### src/rtl/rv_pkg.sv
// rtl/rv_pkg.sv - shared constants and fetch-entry type for the fetch stage
// Purpose: default widths, reset PC and PC step used by fetch_unit and its
//          testbench, plus the {pc, data} entry carried through the prefetch queue.
// Ports:   none (package).
package rv_pkg;

  localparam int          PC_W     = 16;
  localparam int          INST_W   = 32;
  localparam int          STEP     = 1;
  localparam int unsigned RESET_PC = 0;

  typedef struct packed {
    logic [PC_W-1:0]   pc;
    logic [INST_W-1:0] data;
  } fetch_entry_t;

endpackage

### src/rtl/fetch_queue.sv
// rtl/fetch_queue.sv - DEPTH-entry synchronous FIFO with flush and occupancy count
// Purpose: in-order storage used for both the outstanding-request PC FIFO and
//          the instruction prefetch queue.
// Ports:
//   clk, rst_n      clock, asynchronous active-low reset
//   push, push_data write one entry (ignored on flush or when full without pop)
//   pop             remove head entry (ignored when empty or on flush)
//   flush           empty the FIFO; overrides push and pop
//   head_data       current head entry (undefined when count == 0)
//   count           number of stored entries, 0..DEPTH
module fetch_queue #(
  parameter int WIDTH = 8,
  parameter int DEPTH = 4
) (
  input  logic                     clk,
  input  logic                     rst_n,
  input  logic                     push,
  input  logic [WIDTH-1:0]         push_data,
  input  logic                     pop,
  input  logic                     flush,
  output logic [WIDTH-1:0]         head_data,
  output logic [$clog2(DEPTH):0]   count
);

  localparam int AW = $clog2(DEPTH);
  localparam int CW = AW + 1;
  localparam logic [CW-1:0] FULL = CW'(DEPTH);

  logic [WIDTH-1:0] mem_q [DEPTH];
  logic [AW-1:0]    wr_ptr_q, wr_ptr_d, rd_ptr_q, rd_ptr_d;
  logic [CW-1:0]    count_q, count_d;
  logic             do_push, do_pop;

  always_comb begin
    do_pop  = pop && !flush && (count_q != '0);
    // A full FIFO may still accept a push when the head leaves in the same cycle.
    do_push = push && !flush && ((count_q != FULL) || do_pop);
    // DEPTH is a power of two, so pointers wrap naturally.
    wr_ptr_d = wr_ptr_q + AW'(do_push);
    rd_ptr_d = rd_ptr_q + AW'(do_pop);
    count_d  = count_q + CW'(do_push) - CW'(do_pop);
    if (flush) begin
      wr_ptr_d = '0;
      rd_ptr_d = '0;
      count_d  = '0;
    end
  end

  always_ff @(posedge clk or negedge rst_n) begin
    if (!rst_n) begin
      wr_ptr_q <= '0;
      rd_ptr_q <= '0;
      count_q  <= '0;
    end else begin
      wr_ptr_q <= wr_ptr_d;
      rd_ptr_q <= rd_ptr_d;
      count_q  <= count_d;
    end
  end

  always_ff @(posedge clk) begin
    if (do_push) mem_q[wr_ptr_q] <= push_data;
  end

  assign head_data = mem_q[rd_ptr_q];
  assign count     = count_q;

endmodule

### src/rtl/fetch_unit.sv
// rtl/fetch_unit.sv - instruction fetch stage with prefetch queue and redirect flush
// Purpose: owns the PC, issues in-order imem requests, queues {pc, data} for
//          decode, handles redirects by flushing and discarding stale responses.
// Optional feature: FETCH_MISALIGN_TRAP_EN - sticky misalign on redirect_pc % STEP != 0,
//          halting fetch until reset or an aligned redirect; otherwise misalign is 0.
// Ports:
//   sysCLK, nRST                    clock, asynchronous active-low reset
//   redirect_valid, redirect_pc     load new PC and flush
//   imem_req_valid/ready/addr       request channel to instruction memory
//   imem_rsp_valid, imem_rsp_data   in-order response channel
//   inst_valid/ready/data/pc        head of prefetch queue toward decode
//   inst_pc_next                    inst_pc + STEP (link value)
//   misalign                        sticky misaligned-redirect flag
module fetch_unit
  import rv_pkg::*;
#(
  parameter int          PC_W     = rv_pkg::PC_W,
  parameter int          INST_W   = rv_pkg::INST_W,
  parameter int          DEPTH    = 4,
  parameter int          STEP     = rv_pkg::STEP,
  parameter int unsigned RESET_PC = rv_pkg::RESET_PC
) (
  input  logic              sysCLK,
  input  logic              nRST,
  input  logic              redirect_valid,
  input  logic [PC_W-1:0]   redirect_pc,
  output logic              imem_req_valid,
  input  logic              imem_req_ready,
  output logic [PC_W-1:0]   imem_req_addr,
  input  logic              imem_rsp_valid,
  input  logic [INST_W-1:0] imem_rsp_data,
  output logic              inst_valid,
  input  logic              inst_ready,
  output logic [INST_W-1:0] inst_data,
  output logic [PC_W-1:0]   inst_pc,
  output logic [PC_W-1:0]   inst_pc_next,
  output logic              misalign
);

  localparam int CW = $clog2(DEPTH) + 1;
  localparam logic [PC_W-1:0] STEP_PC   = PC_W'(STEP);
  localparam logic [CW:0]     DEPTH_OCC = (CW+1)'(DEPTH);

  typedef struct packed {
    logic [PC_W-1:0]   pc;
    logic [INST_W-1:0] data;
  } entry_t;

  logic [PC_W-1:0] req_pc_q, req_pc_d;
  logic [CW-1:0]   drop_cnt_q, drop_cnt_d;
  logic [CW-1:0]   outstanding, iq_count;
  logic [CW:0]     occ;
  logic [PC_W-1:0] pcq_head;
  entry_t          iq_push, iq_head;
  logic            fire, rsp_take, rsp_drop, pop, halt;

  always_comb begin
    occ            = (CW+1)'(iq_count) + (CW+1)'(outstanding);
    imem_req_valid = nRST && !redirect_valid && !halt && (occ < DEPTH_OCC) && (drop_cnt_q == '0);
    fire           = imem_req_valid && imem_req_ready;
    rsp_drop       = imem_rsp_valid && (drop_cnt_q != '0);
    // Responses with nothing outstanding (e.g. just after reset) are ignored.
    rsp_take       = imem_rsp_valid && (drop_cnt_q == '0) && (outstanding != '0) && !redirect_valid;
    pop            = inst_valid && inst_ready && !redirect_valid;
    iq_push        = '{pc: pcq_head, data: imem_rsp_data};
  end

  always_comb begin
    req_pc_d   = req_pc_q;
    drop_cnt_d = drop_cnt_q;
    if (redirect_valid) begin
      req_pc_d   = redirect_pc;
      // Everything still owed becomes stale; a response arriving now is one of them.
      drop_cnt_d = drop_cnt_q + outstanding
                 - CW'(imem_rsp_valid && ((drop_cnt_q != '0) || (outstanding != '0)));
    end else begin
      if (fire)     req_pc_d   = req_pc_q + STEP_PC;
      if (rsp_drop) drop_cnt_d = drop_cnt_q - CW'(1);
    end
  end

  always_ff @(posedge sysCLK or negedge nRST) begin
    if (!nRST) begin
      req_pc_q   <= PC_W'(RESET_PC);
      drop_cnt_q <= '0;
    end else begin
      req_pc_q   <= req_pc_d;
      drop_cnt_q <= drop_cnt_d;
    end
  end

`ifdef FETCH_MISALIGN_TRAP_EN
  logic misalign_q, misalign_d;

  always_comb begin
    misalign_d = misalign_q;
    if (redirect_valid) misalign_d = (redirect_pc % STEP_PC) != '0;
  end

  always_ff @(posedge sysCLK or negedge nRST) begin
    if (!nRST) misalign_q <= 1'b0;
    else       misalign_q <= misalign_d;
  end

  assign halt     = misalign_q;
  assign misalign = misalign_q;
`else
  assign halt     = 1'b0;
  assign misalign = 1'b0;
`endif

  // The PC FIFO occupancy is the outstanding-request count.
  fetch_queue #(.WIDTH(PC_W), .DEPTH(DEPTH)) u_pc_fifo (
    .clk       (sysCLK),
    .rst_n     (nRST),
    .push      (fire),
    .push_data (req_pc_q),
    .pop       (rsp_take),
    .flush     (redirect_valid),
    .head_data (pcq_head),
    .count     (outstanding)
  );

  fetch_queue #(.WIDTH(PC_W + INST_W), .DEPTH(DEPTH)) u_inst_queue (
    .clk       (sysCLK),
    .rst_n     (nRST),
    .push      (rsp_take),
    .push_data (iq_push),
    .pop       (pop),
    .flush     (redirect_valid),
    .head_data (iq_head),
    .count     (iq_count)
  );

  assign imem_req_addr = req_pc_q;
  assign inst_valid    = (iq_count != '0);
  assign inst_data     = iq_head.data;
  assign inst_pc       = iq_head.pc;
  assign inst_pc_next  = iq_head.pc + STEP_PC;

endmodule

### config.mk
export PLATFORM = sky130hd
export DESIGN_NAME = fetch_unit
export DESIGN_NICKNAME = d
export VERILOG_FILES = /design/src/rtl/rv_pkg.sv /design/src/rtl/fetch_queue.sv /design/src/rtl/fetch_unit.sv
export SDC_FILE = /design/constraint.sdc
export NUM_CORES = 1
export LEC_CHECK = 0
export CORE_ASPECT_RATIO = 0.7
export CORE_UTILIZATION = 55
export DETAILED_ROUTE_END_ITERATION = 8
export GPL_TIMING_DRIVEN = 0
export PLACE_DENSITY = 0.79
export SETUP_SLACK_MARGIN = 0.4
export SLEW_MARGIN = 10
export SYNTH_ARGS = -nofsm -noshare
export SYNTH_HDL_FRONTEND = slang
export SYNTH_SLANG_ARGS = --single-unit
### constraint.sdc
create_clock -name sysCLK -period 8.2 [get_ports sysCLK]
set_input_delay 1.23 -clock sysCLK [delete_from_list [all_inputs] [get_ports sysCLK]]
set_output_delay 1.23 -clock sysCLK [all_outputs]
set_load 0.01 [all_outputs]
==> metrics.txt <==
outcome complete, no violations; number of synthesized flops with an enable pin 256; sequential cell area 8510 um2; MaxCap Viol Count 0; Site Rows 43; Hold Crit Class reg2reg; largest net degree at the start of global routing 49; CTS Hold Buffers Added 0; Fillers 1247; Ports 137; CP endpoint inst_pc_next[15]; Area Overhead vs Synth 24.8%; DR iter-0 viols 598; reg2reg end u_pc_fifo.mem_q[2][13]$_DFFE_PP_; post-route ant nets 0; DR vias 6073; Routability Congestion between 0.8 and 0.9; Die Ht 123 um; cell area after synthesis roughly 12000 um2; Synth area leader edfxtp_1; Slew Viols, Final 0; Vias/cell 5.73; TritonCTS clock tree built; post-route insts no fill 1060; Final nets between 800 and 900; clock tree buffer depth 3; PostCTS Resize Cnt 0; Syn. warnings 0; GR peak layer met2; Hold Vio Cnt, Final 0; Core Region 20200 um2; sequential share of power 49.1%; Worst-path clk slew roughly 0.06 ns; r2r worst-path depth 7; Pint 0.00266 W; Worst Setup Path Type reg2out; Period minus WS final 4.37 ns; #FFs+latches synth a little under 300; Die W 175 um; DRT Pass-1 Iters 5; vias in the first global route ~6400; antenna violations before repair 0; later-pin clock latency in the skew report 0.54 ns; Tot GR Track Use 21.8%; reg2reg start u_pc_fifo.count[2]$_DFF_PN0_; CTS root buffer clkbuf_16; H-tree levels 1; Worst EP required 6.97 ns; Mapped Cells 587; area of the multi-input gates 2900 um2; Total Wirelength between 20 and 25 mm; Main synth FF type edfxtp_1; IO Port Bufs 135; clock share of power 39.3%; fraction of layout cells with a size suffix above 1 20.1%; GR Util met3 between 4 and 5%; Synth async-reset ratio 11.4%; worst slack at placement 3.73 ns; RSZ-0062 raised after global routing no; grt met2 use 36.5%; DRC Markers 0; placed insts 1010; Final period util about 53%; clock sink count 289; reg2reg setup slack 4.90 ns; switch share 21.8%; Initial Util 57.2%; Critical Path AT 3.14 ns; Unique masters post-synth between 50 and 60; Post-CTS Repair Setup Buffers 0; # diodes 0; first-pass GRT wire length 35.4 mm; Worst Skew 0.0309 ns; FMAX around 230 MHz; sequential area share after synthesis ~74%; Mapped Nets between 600 and 700; critical path fanouts, max 10; final worst setup slack 3.83 ns; Sw Pwr between 0.0007 and 0.0008 W; WL/cell ~22 um; combinational share of power 11.7%; DIE AREA 21600 um2; Max VDD drop between 0.00015 and 0.0002 V; post-DP HPWL 15.5 mm; CP Capture Type output port; pwr dens 236 nW/um2; M1 GR Usage 30.0%; syn avg cell area 19.7 um2; Setup crit start u_inst_queue.rd_ptr_q[0]$_DFF_PN0_; CTS buffer count 27; global route total overflow 0; critical path startpoint category register; Slew HR 32.7%; Area contributors post-synth edfxtp_1 66%, mux4_2 12%, dfrtp_1 7.1%, ha_1 1.8%, xnor2_1 1.4%; Slew @ Worst Pin ~1.0 ns; fin util 71.4%; final setup vio count 0; share of the synthesized area in the top cell type 66.4%; Leak about 4.9 nW
==> worst min path at each step <==
stage	end	slack [ns]	cells past startpoint	startpoint
floorplan	drop_cnt_q[2]$_DFFE_PN0P_	0.48	1	drop_cnt_q[2]$_DFFE_PN0P_
global placement	drop_cnt_q[2]$_DFFE_PN0P_	0.50	1	drop_cnt_q[2]$_DFFE_PN0P_
detailed placement	drop_cnt_q[2]$_DFFE_PN0P_	0.51	1	drop_cnt_q[2]$_DFFE_PN0P_
CTS	drop_cnt_q[2]$_DFFE_PN0P_	0.52	1	drop_cnt_q[2]$_DFFE_PN0P_
global route	drop_cnt_q[2]$_DFFE_PN0P_	0.56	1	drop_cnt_q[2]$_DFFE_PN0P_
finish	drop_cnt_q[2]$_DFFE_PN0P_	0.53	1	drop_cnt_q[2]$_DFFE_PN0P_
==> power by group through the flow <==
stage / combinational [W] / clock [W] / sequential, W
after floorplan: 0.000220 / 0 / 0.00169
after global routing: 0.000429 / 0.00141 / 0.00167
after CTS: 0.000400 / 0.00135 / 0.00167
after detailed placement: 0.000396 / 0 / 0.00170
after global placement: 0.000380 / 0 / 0.00170
final: 0.000396 / 0.00134 / 0.00167
==> cell families (layout without fill, tap and decap cells) <==
kind of cell,Yosys count,after routing,share of synthesized area [%]
AND/OR/NAND/NOR,104,104,5.20
multiplexers,68,68,12.9
flip-flops,289,289,73.6
AO/OA/AOI/OAI,35,35,2.05
other,1,1,0.0324
buffers and inverters,41,244,1.68
adder cells (fa/ha/maj),20,20,2.36
XOR/XNOR,29,29,2.19
==> synth_stat cells, types with 3 or more instances <==
| cell | n |
|---|---|
| a21oi_1 | 4 |
| and3_1 | 6 |
| buf_2 | 7 |
| clkbuf_1 | 10 |
| dfrtp_1 | 33 |
| edfxtp_1 | 256 |
| fa_1 | 3 |
| ha_1 | 17 |
| inv_1 | 19 |
| mux2_2 | 3 |
| mux4_1 | 3 |
| mux4_2 | 61 |
| nand2_1 | 25 |
| nand3_1 | 11 |
| nand3_2 | 3 |
| nand4_1 | 3 |
| nor2_1 | 22 |
| nor2b_1 | 6 |
| nor3_1 | 6 |
| nor3_2 | 3 |
| nor3b_1 | 3 |
| o21ai_0 | 12 |
| o311ai_0 | 7 |
| xnor2_1 | 18 |
| xor2_1 | 11 |
==> worst max-delay path, stage by stage, from the launching register on <==
cell	delay, ns
dfrtp_1	0.49
buf_6	0.24
mux4_2	0.60
and2_1	0.26
and3_1	0.23
nand3_1	0.10
xnor2_1	0.12
clkdlybuf4s50_1	0.55
==> routing by layer <==
metal	wire (um)	share of wire (%)	vias up
met4	378	1.6	0
met5	0	0	-
met2	11400	50	224
li1	-	-	2733
met3	1440	6.3	30
met1	9710	42	3086
==> per-stage QoR <==
| step | area (um2) | hold WS, ns | total power [W] | TNS [ns] |
|---|---|---|---|---|
| 2_1_floorplan | 11600 | 0.479 | 0.00191 | 0 |
| 3_3_place_gp | 13300 | 0.499 | 0.00208 | -88.09 |
| 3_5_place_dp | 13500 | 0.512 | 0.00210 | 0 |
| 4_1_cts | 14400 | 0.525 | 0.00342 | 0 |
| 5_1_grt | 14400 | 0.555 | 0.00351 | 0 |
| 6_report | 14400 | 0.530 | 0.00340 | 0 |
==> registers in the layout (all words and copies together) (netlist names) <==
register / flops
u_inst_queue.wr_ptr_q: 2
drop_cnt_q: 3
u_inst_queue.count: 3
u_pc_fifo.rd_ptr_q: 2
u_pc_fifo.mem_q: 64
u_inst_queue.rd_ptr_q: 2
u_pc_fifo.wr_ptr_q: 2
imem_req_addr: 16
u_inst_queue.mem_q: 192
u_pc_fifo.count: 3
==> final cells by class <==
cell class / count / area share [%]
Sequential cell: 289 / 59.0
Multi-Input combinational cell: 257 / 20.1
Timing Repair Buffer: 153 / 10.6
Clock buffer: 32 / 4.95
Tap cell: 270 / 2.34
Clock inverter: 18 / 1.75
Buffer: 22 / 0.849
Inverter: 19 / 0.494
==> cell usage in the layout (no fill, tap or decap), drive strengths merged, types with 2 or more instances in the layout <==
master	instances
clkinvlp	3
nand4	5
a21oi	4
nor2b	6
and4	2
mux4	64
nand2	26
inv	20
nor3	9
clkbuf	42
clkdlybuf4s50	134
nor4	2
mux2	3
nand3	15
a41oi	2
o211ai	2
nor4b	3
ha	17
buf	31
clkinv	8
nor3b	3
xor2	11
o311ai	7
nor2	22
and2	2
dfrtp	33
and3	7
a31oi	2
bufinv	6
fa	3
xnor2	18
edfxtp	256
o21ai	12
(Power assumes the default switching activity.)
